[src/rtl/lib_arbiter_pkg.sv]
// lib_arbiter_pkg: shared event-word layout and counter widths for the arbiter hierarchy
package lib_arbiter_pkg;
  localparam int TS_W_D = 16;
  localparam int GRP_W_D = 2;
  localparam int ROW_W_D = 2;
  localparam int COL_W_D = 2;
  localparam int Y_LSB = 0;
  localparam int X_LSB = Y_LSB + COL_W_D;
  localparam int GRP_Y_LSB = X_LSB + ROW_W_D;
  localparam int GRP_X_LSB = GRP_Y_LSB + GRP_W_D;
  localparam int TS_LSB = GRP_X_LSB + GRP_W_D;
  localparam int OVF_W = 8;
  typedef struct packed {
    logic [TS_W_D-1:0] ts;
    logic [GRP_W_D-1:0] grp_x;
    logic [GRP_W_D-1:0] grp_y;
    logic [ROW_W_D-1:0] x_add;
    logic [COL_W_D-1:0] y_add;
  } evt_t;
endpackage

[src/rtl/evt_fifo_fwft.sv]
// evt_fifo_fwft: first-word-fall-through FIFO with wrap-bit pointers and registered count
module evt_fifo_fwft #(
  parameter int W = 24,
  parameter int DEPTH = 8
) (
  input  logic                       clk,
  input  logic                       rst,
  input  logic                       push,
  input  logic                       pop,
  input  logic [W-1:0]               din,
  output logic [W-1:0]               dout,
  output logic                       empty,
  output logic                       full,
  output logic [$clog2(DEPTH):0]     count
);
  localparam int AW = $clog2(DEPTH);
  logic [W-1:0] mem [DEPTH];
  logic [AW:0] wr_ptr, rd_ptr;
  assign empty = wr_ptr == rd_ptr;
  assign full = (wr_ptr[AW] != rd_ptr[AW]) && (wr_ptr[AW-1:0] == rd_ptr[AW-1:0]);
  // Gate the head so the output reads zero whenever nothing is buffered
  assign dout = empty ? '0 : mem[rd_ptr[AW-1:0]];
  always_ff @(posedge clk or posedge rst)
    if (rst) begin
      wr_ptr <= '0;
      rd_ptr <= '0;
      count <= '0;
    end else begin
      if (push) wr_ptr <= wr_ptr + 1'b1;
      if (pop) rd_ptr <= rd_ptr + 1'b1;
      count <= count + (AW+1)'(push) - (AW+1)'(pop);
    end
  always_ff @(posedge clk)
    if (push) mem[wr_ptr[AW-1:0]] <= din;
endmodule

[src/rtl/pixel_event_encoder.sv]
// pixel_event_encoder: timestamps arbiter grants into address-event words and buffers them
module pixel_event_encoder
  import lib_arbiter_pkg::*;
#(
  parameter int Lvl_ROW_ADD = 2,
  parameter int Lvl_COL_ADD = 2,
  parameter int GRP_ADD_W = 2,
  parameter int TS_W = 16,
  parameter int FIFO_DEPTH = 8,
  localparam int EVT_W = TS_W + 2*GRP_ADD_W + Lvl_ROW_ADD + Lvl_COL_ADD
) (
  input  logic                   grp_release_clk,
  input  logic                   reset_i,
  input  logic                   enable_i,
  input  logic                   active_i,
  input  logic [Lvl_ROW_ADD-1:0] x_add_i,
  input  logic [Lvl_COL_ADD-1:0] y_add_i,
  input  logic [GRP_ADD_W-1:0]   grp_x_i,
  input  logic [GRP_ADD_W-1:0]   grp_y_i,
  input  logic                   evt_ready_i,
  output logic                   evt_valid_o,
  output logic [EVT_W-1:0]       evt_data_o,
  output logic                   stall_o,
  output logic                   ts_wrap_o,
  output logic [OVF_W-1:0]       ovf_cnt_o
);
  localparam int AW = $clog2(FIFO_DEPTH);
  logic [TS_W-1:0] ts;
  logic cap, push, pop, drop, empty, full;
  logic [AW:0] count, cnt_nxt;
  assign cap = enable_i & active_i;
  assign pop = !empty & evt_ready_i;
  // A full FIFO still accepts a grant when the head leaves on the same edge
  assign push = cap & (!full | pop);
  assign drop = cap & full & !pop;
  assign evt_valid_o = !empty;
  assign cnt_nxt = count + (AW+1)'(push) - (AW+1)'(pop);
  evt_fifo_fwft #(.W(EVT_W), .DEPTH(FIFO_DEPTH)) u_fifo (
    .clk(grp_release_clk),
    .rst(reset_i),
    .push(push),
    .pop(pop),
    .din({ts, grp_x_i, grp_y_i, x_add_i, y_add_i}),
    .dout(evt_data_o),
    .empty(empty),
    .full(full),
    .count(count)
  );
  always_ff @(posedge grp_release_clk or posedge reset_i)
    if (reset_i) begin
      ts <= '0;
      ts_wrap_o <= 1'b0;
      stall_o <= 1'b0;
      ovf_cnt_o <= '0;
    end else begin
      if (enable_i) ts <= ts + 1'b1;
      ts_wrap_o <= enable_i & (&ts);
      stall_o <= cnt_nxt >= (AW+1)'(FIFO_DEPTH-2);
      if (drop && !(&ovf_cnt_o)) ovf_cnt_o <= ovf_cnt_o + 1'b1;
    end
endmodule

[config.mk]
export PLATFORM = sky130hd
export DESIGN_NAME = pixel_event_encoder
export DESIGN_NICKNAME = d
export VERILOG_FILES = /design/src/rtl/lib_arbiter_pkg.sv /design/src/rtl/evt_fifo_fwft.sv /design/src/rtl/pixel_event_encoder.sv
export SDC_FILE = /design/constraint.sdc
export NUM_CORES = 1
export LEC_CHECK = 0
export CAP_MARGIN = 15
export CORE_MARGIN = 5
export CORE_UTILIZATION = 45
export CTS_BUF_LIST = sky130_fd_sc_hd__clkbuf_16
export DETAILED_ROUTE_END_ITERATION = 12
export GPL_TIMING_DRIVEN = 0
export PLACE_DENSITY = 0.72
export RECOVER_POWER = 100
export SLEW_MARGIN = 20
export SYNTH_ARGS = -nofsm -noshare
export SYNTH_HDL_FRONTEND = slang
export SYNTH_SLANG_ARGS = --single-unit
[constraint.sdc]
create_clock -name grp_release_clk -period 4.75 [get_ports grp_release_clk]
set_clock_uncertainty 0.2 [all_clocks]
set_input_delay 1.1875 -clock grp_release_clk [delete_from_list [all_inputs] [get_ports grp_release_clk]]
set_output_delay 1.1875 -clock grp_release_clk [all_outputs]
set_load 0.01 [all_outputs]
Word level (Yosys, flattened, before mapping)
Memory sizes are Yosys's and may differ from the RTL's.
Cells that the tools add are included.
Operators by class
  div/mod/pow operators: 0
  add/subtract/negate cells: 6
  muxes and demuxes: 3
  equal/unequal tests: 3
  reduce and logical (&&, ||, !) cells: 8
  bitwise operators: 7
  multipliers: 0
  shift operators: 0
  $lt $le $gt $ge: 1
Operators by type and width (count)
  24-bit 2-to-1 mux: 1
  16-bit by 1-bit adder with 16-bit output, second input constant: 1
  16-bit AND reduction: 1
  4-bit by 1-bit adder with 4-bit output, second input constant: 2
  8-bit by 1-bit adder with 8-bit output, second input constant: 1
  8-bit AND reduction: 1
  1-bit AND: 6
  4-bit by 1-bit adder with 4-bit output: 1
  4-bit == test: 1
  4-bit by 3-bit >= comparator with 1-bit output, second input constant: 1
  1-bit zero test: 4
  4-bit by 1-bit subtractor with 4-bit output: 1
  3-bit == test: 1
  1-bit logical AND: 2
  1-bit 2-to-1 mux: 2
  1-bit != test: 1
  1-bit OR: 1
Storage, ports and cells
  logic and storage cells: 36
  bits in registers: 38
  memories kept: 1
  bits in latches: 0
  bits in writable memories: 192
  bits in read-only memories: 0
  input bits: 13
Memory list
  u_fifo.mem: depth 8, width 24, read ports 1, clocked after Yosys merged registers in 0, write ports 1, line evt_fifo_fwft.sv:17  | logic [W-1:0] mem [DEPTH];

Depth between registers and ports, before layout
Gate-level depths: netlist (run 1).
  word-level depth: 8
  gate-level depth with buffers: 11
  depth with buffers taken out: 10

Hierarchy
From an unflattened synthesis (run 1), not the netlist that was laid out.
Unflattened totals
  cells, all modules: 571
  area total of the unflattened synthesis: 9406.5 µm²
Modules (own cells, without submodules)
  evt_fifo_fwft: cells each 453, seq. area each 6065.8 µm², instances 1, area an instance 8100.3 µm²
  pixel_event_encoder: cells each 118, seq. area each 650.6 µm², instances 1, area an instance 1306.3 µm²

Worst setup path after synthesis (run 1)
OpenSTA, ideal clock, no wires.
  path type: input-to-reg
  from: input port enable_i
  to: memory u_fifo.mem[7][0] (enable)
  cell stages on the path: 3
  slack: 0.676 ns
  arrival: 3.427 ns
  library setup time: 0.447 ns
  buffers on the path: 1
  required time: 4.103 ns
  cells stage by stage: clkbuf_2 > nand2_1 > a211oi_1
Between the ends
  cells in the longest elaborated chain, start to end: 4
RTL lines
  start: declaration: line pixel_event_encoder.sv:14  | input logic enable_i,
  1-bit AND: line pixel_event_encoder.sv:31  | assign cap = enable_i & active_i;
  1-bit AND: line pixel_event_encoder.sv:34  | assign push = cap & (!full | pop);
  1-bit 2-to-1 mux: line evt_fifo_fwft.sv:34  | if (push) mem[wr_ptr[AW-1:0]] <= din;
  1-bit 2-to-1 mux (not written as such): line evt_fifo_fwft.sv:34
  end: declaration: line evt_fifo_fwft.sv:17
Every way passes these cells.

Worst setup path after layout (run 1)
  from: register u_fifo.rd_ptr[0]
  to: output port evt_data_o[22]
Between the ends
  cells in the longest elaborated chain, start to end: 2
  elaborated cells between the ends (all ways): 3
  those cells by class: 1 x eq/ne; 1 x mux; 1 x memory
RTL lines
  start: declaration: line evt_fifo_fwft.sv:18  | logic [AW:0] wr_ptr, rd_ptr;
  start signal: assignment: line evt_fifo_fwft.sv:30  | if (pop) rd_ptr <= rd_ptr + 1'b1;
  memory read 8 x 24 bit / 4-bit == test (equally long branches)
  24-bit 2-to-1 mux (*): line evt_fifo_fwft.sv:22  | assign dout = empty ? '0 : mem[rd_ptr[AW-1:0]];
  end: declaration: line pixel_event_encoder.sv:22  | output logic [EVT_W-1:0] evt_data_o,
Mark *: on every way between the ends. The rest lies on a longest branch, timed or not.

==> results of run 1 <==
==> cell usage in the layout, fill, tap and decap left out, drive strengths merged, types with 2 or more instances in the layout <==
cell | synthesis | final
clkinv | 0 | 9
buf | 13 | 10
inv | 13 | 20
xnor2 | 17 | 17
nor2 | 32 | 32
nand2 | 9 | 9
dlygate4sd3 | 0 | 38
xor2 | 18 | 18
and3 | 6 | 6
clkdlybuf4s50 | 0 | 8
edfxtp | 192 | 192
dfrtp | 38 | 38
a211oi | 2 | 2
mux2i | 24 | 24
a21oi | 2 | 2
and4b | 3 | 3
a21o | 2 | 2
and4 | 3 | 3
mux4 | 48 | 48
nand3 | 6 | 6
mux2 | 4 | 4
ha | 8 | 8
bufinv | 0 | 2
nand4 | 7 | 7
clkbuf | 9 | 41
nor3 | 7 | 7
==> path summary, 6_finish.rpt <==
check	startpoint	endpoint	slack, ps	depth (start not counted)
max reg2reg	u_fifo.rd_ptr[0]	u_fifo.mem[5][13]	860	6
min	u_fifo.wr_ptr[3]	u_fifo.wr_ptr[3]	290	1
max	u_fifo.rd_ptr[0]	evt_data_o[22]	280	6
min reg2reg	u_fifo.wr_ptr[3]	u_fifo.wr_ptr[3]	290	1
min in group asynchronous	reset_i	ts[10]	1030	2
max in group asynchronous	reset_i	ovf_cnt_o[5]	1790	3
==> area by class of cell <==
| class | count | area, um^2 |
|---|---|---|
| Buffer | 22 | 115 |
| Sequential cell | 230 | 6720 |
| Clock buffer | 23 | 576 |
| Fill cell | 1581 | 9480 |
| Clock inverter | 18 | 138 |
| Tap cell | 270 | 338 |
| Multi-Input combinational cell | 207 | 2280 |
| Timing Repair Buffer | 52 | 483 |
| Inverter | 13 | 48.8 |
==> registers in the layout, summed over array words and instances, names as in the netlist <==
register	flops
u_fifo.mem	192
ovf_cnt_o	8
u_fifo.wr_ptr	4
ts	16
u_fifo.rd_ptr	4
u_fifo.count	4
stall_o	1
ts_wrap_o	1
==> layer usage <==
metal / wire, um / up-vias
met5: 0 / -
met4: 259 / 0
met3: 831 / 21
met2: 9540 / 108
met1: 7420 / 2368
li1: - / 2005
==> cell usage after synthesis, types with 2 or more instances <==
cell type	instances	area, um^2
edfxtp_1	192	5770
mux4_2	48	1080
dfrtp_1	38	951
nor2_1	32	120
mux2i_1	24	240
xnor2_1	17	149
xor2_1	17	149
inv_1	13	48.8
buf_2	10	50.1
nand2_1	9	33.8
ha_1	8	100
clkbuf_1	7	26.3
nand4_1	7	43.8
nor3_1	7	35.0
and3_1	6	37.5
nand3_1	6	30.0
and4_1	3	26.3
and4b_1	3	30.0
a211oi_1	2	15.0
a21o_1	2	15.0
buf_6	2	22.5
clkbuf_2	2	10.0
mux2_1	2	22.5
mux2_2	2	22.5
==> power breakdown <==
part	total (mW)	leakage [nW]	switching, mW	internal (mW)
registers	2.64	2.25	0.157	2.48
logic	2.16	1.23	1.11	1.05
clock network	1.72	0.370	0.731	0.989
total	6.52	3.85	2.00	4.52
==> cells by family (layout without fill, tap and decap cells) <==
logic type	after synthesis	after routing
compound gates	7	7
buf+inv	35	128
fa+ha+maj	9	9
mux	76	76
flops	230	230
xor+xnor	35	35
simple gates	80	80
==> results.ini, run 1 <==
[cts]
path_clk_slew_ps=60
clk_latency_ps=510
cts_resized=0
cts_htree_levels=1
numCtsBuffers=23
cts.sinks=230
cts_root_buffer=clkbuf_16
postCtsSetupRepairBufs=0
ctsHoldBuffers=0
tritoncts=done
cts_buffer_depth=3

[cells_and_area]
drive_gt1_share_pct=16.5
syn_to_final_growth_pct=16.4
final_area_mm2=0.0107
final_core_util_pct=53.0
stdcell_count=835
final_nets=571
diodes=0

[grt]
grt-ovfl-total=0
grt_pass1_wl_um=28600
top_usage_layer=met2
grt_use_met3_pct=2.23
grtUsageMet2_pct=27.7
antenna_found_initial=0
met1_usage_pct=20.7
grt_max_degree=25
first_global_vias=4932
grtUsageTotal_pct=15.7

[pwr]
leakage_nw=3.85
p_per_area_mw_per_mm2=609
ir_drop_mv=0.274
total_power_mw=6.52

[yosys]
syn_inst=472
synth_compound_area_share_pct=0.599
avgSynthCellArea_um2=19.5
async_reset_ff_share_pct=16.5
synth_top_family_by_area=multiplexers
yosys.area_share.simple_pct=4.90
synth_area_mm2=0.00919
synth_top_flop_cell=edfxtp_1
synth_edf_count=192
synth_warnings=0
synth-xor-area-share_pct=3.42
synth_fa_ha_area_share_pct=1.31
synth_nets=494
synth-seq-cells=230
yosys.cell_types.count=37
ys_seq_area_share_pct=73.1
yosys-mux-area-fraction_pct=14.9

[worst_setup_path]
crit_chain=buf_2 -> xor2_1 -> nor4b_4 -> clkbuf_2 -> nor2_1 -> dlygate4sd3_1
slowest_stage=nor4b_4
end_kind=output port
cpLargestDelayFamily=buffers and inverters
path_buf_inv=3
crit_arrival_ps=3090
crit_type=reg2out
startpoint_type=register
crit_fanout=10
slowest_delay_ps=680
cp_data_required_time_ps=3360

[hold_path]
holdCritPathClass=reg2reg

[route]
vias_per_cell=5.39
ant_nets=0
drt_first_iter_violations=328
drc_errors=0
wirelength_um=18000
routed-via-count=4502
dr.pass1.iters=4
wl_per_cell_um=21.6

[sta]
max_slew.worst_pin.slew_ps=1710
relSlewSlack_pct=-14.4
fmax_mhz=224
rsz0062_at_grt=false
hold_ws_ps=292
fin_setup_tns_ps=0
setup_ws_ps=277
setup_viol=0
final_hold_viol_count=0
post-route-min-period_ps=4470
min_period_over_period_pct=94.2
slew_viol_final=10

[status]
violations=max-capacitance violations, max-slew violations
status=finished, violations left

[run]
maxCapViolations=1

[floorplan]
std_cell_rows=52
die_area_mm2=0.0234
io_pins=48
die_w_um=153
initial_core_util_pct=45.6
core_area_mm2=0.0202
die_height_um=153

[place]
port_buffers=46
dp.cells=794
placedInstanceArea_mm2=0.0101
preCtsSetupSlack_ps=882
dpl.hpwl_um=11200
place.gp.congestion=0.741

Note: power is estimated with default switching activity, not from simulation.
==> inputs of run 2 (changes only) <==
Settings changed: CORE_MARGIN 5 to 2.
==> run 2 against run 1 <==
Via count shrank 0.27%. Critical path type unchanged. Global-route usage grew 0.93 points. Highest routed layer unchanged. The run still ends with max-capacitance violations, max-slew violations left. Die area shrank 7.7%. Design area shrank 0.66%.
==> results.ini, run 2 (synthesis gave the netlist of run 1 again) <==
[status]
status=finished, violations left
violations=max-capacitance violations, max-slew violations

[place]
dpl.hpwl_um=11200
dp.cells=794
place.gp.congestion=0.769
placedInstanceArea_mm2=0.0101
port_buffers=46

[sta]
slew_viol_final=39
post-route-min-period_ps=4490
min_period_over_period_pct=94.6
max_slew.worst_pin.slew_ps=1650
final_hold_viol_count=0
hold_ws_ps=295
setup_viol=0
fmax_mhz=223
rsz0062_at_grt=false
relSlewSlack_pct=-10.1

[grt]
antenna_found_initial=0
grtUsageTotal_pct=16.6
grt_max_degree=29
first_global_vias=4847
grt-ovfl-total=0
grt_pass1_wl_um=27300

[cells_and_area]
diodes=0
seq_area_mm2=0.00672
drive_gt1_share_pct=16.1
final_area_mm2=0.0106
filler_cell_count=1528
layout_commonest_cell=edfxtp_1
syn_to_final_growth_pct=15.6
final_nets=571
final_cell_mix=edfxtp_1 (192), mux4_2 (48), dfrtp_1 (38), dlygate4sd3_1 (35), nor2_1 (32)
largest_reg_flops=192
final_core_util_pct=52.8
multiInputGateArea_mm2=0.00227
stdcell_count=834

[floorplan]
die_area_mm2=0.0216
die_w_um=147
core_area_mm2=0.0201
io_pins=48
die_height_um=147
std_cell_rows=52
initial_core_util_pct=45.7

[cts]
cts_buffer_depth=3
cts_htree_levels=1
path_clk_slew_ps=60
postCtsSetupRepairBufs=0
cts_root_buffer=clkbuf_16
cts.sinks=230
tritoncts=done
numCtsBuffers=23
clk_latency_ps=510
cts_resized=0
ctsHoldBuffers=0

[pwr]
total_power_mw=6.38
leakage_nw=3.82
p_per_area_mw_per_mm2=600
ir_drop_mv=0.293

[route]
drt_first_iter_violations=326
ant_nets=0
routed-via-count=4490
vias_per_cell=5.38
wl_per_cell_um=21.3
drc_errors=0
wirelength_um=17800
dr.pass1.iters=4

[hold_path]
holdCritPathClass=reg2reg

[worst_setup_path]
slowest_stage=nor4b_4
crit_arrival_ps=3110
startpoint_type=register
crit_chain=buf_2 -> xor2_1 -> nor4b_4 -> clkbuf_2 -> nor2_1 -> dlygate4sd3_1
crit_type=reg2out
crit_fanout=10
slowest_delay_ps=740
cp_data_required_time_ps=3360
end_kind=output port

[run]
maxCapViolations=3

## run 2: changes by cell type in the layout (fill, tap and decap cells not counted), moves of 2 or more
cell / previous run / this run
bufinv_16: 2 / 0
clkinv_1: 8 / 6
dlygate4sd3_1: 38 / 35
clkdlybuf4s50_1: 8 / 11
## run 2: path summary, 6_finish.rpt
path	end	cells past startpoint	slack, ps	from
setup / recovery	evt_data_o[9]	6	260	u_fifo.wr_ptr[1]
hold / removal	u_fifo.rd_ptr[3]	1	290	u_fifo.rd_ptr[3]
setup reg to reg	u_fifo.mem[5][0]	6	860	u_fifo.wr_ptr[1]
hold reg to reg	u_fifo.rd_ptr[3]	1	290	u_fifo.rd_ptr[3]
max in group asynchronous	u_fifo.count[1]	3	1550	reset_i
min in group asynchronous	ts[10]	2	920	reset_i
## run 2: per-layer routing
layer | GRT usage [%] | share of wire [%]
met5 | 0 | 0
met4 | 3.69 | 1.2
met3 | 2.58 | 4.8
met2 | 30.6 | 54
met1 | 20.9 | 40
## run 2: through the flow
stage                     worst slack, ps  TNS (ps)
after global placement              -1620    -40390
after floorplan                       676         0
after detailed placement              908         0
after CTS                             348         0
after global routing                  140         0
final                                 257         0
## run 2: where the power goes
group	total (mW)	leakage (nW)	internal (mW)	switching, mW
Clock	1.58	0.343	0.873	0.705
Sequential	2.64	2.25	2.48	0.161
Combinational	2.15	1.22	1.05	1.10
Total	6.38	3.82	4.41	1.97
## run 2: cell type report
type | count | share of cell area [%]
Clock inverter | 17 | 0.707
Sequential cell | 230 | 63.2
Tap cell | 270 | 3.18
Buffer | 22 | 1.08
Multi-Input combinational cell | 207 | 21.4
Timing Repair Buffer | 52 | 4.55
Inverter | 13 | 0.459
Clock buffer | 23 | 5.42
## run 2: worst max-delay path, delay by kind of cell (launching register included)
kind	cells	cell delay, ps
and+or+nand+nor	2	830
xor gates and xnor gates	1	200
DFF	1	390
buffers and inverters	3	1190
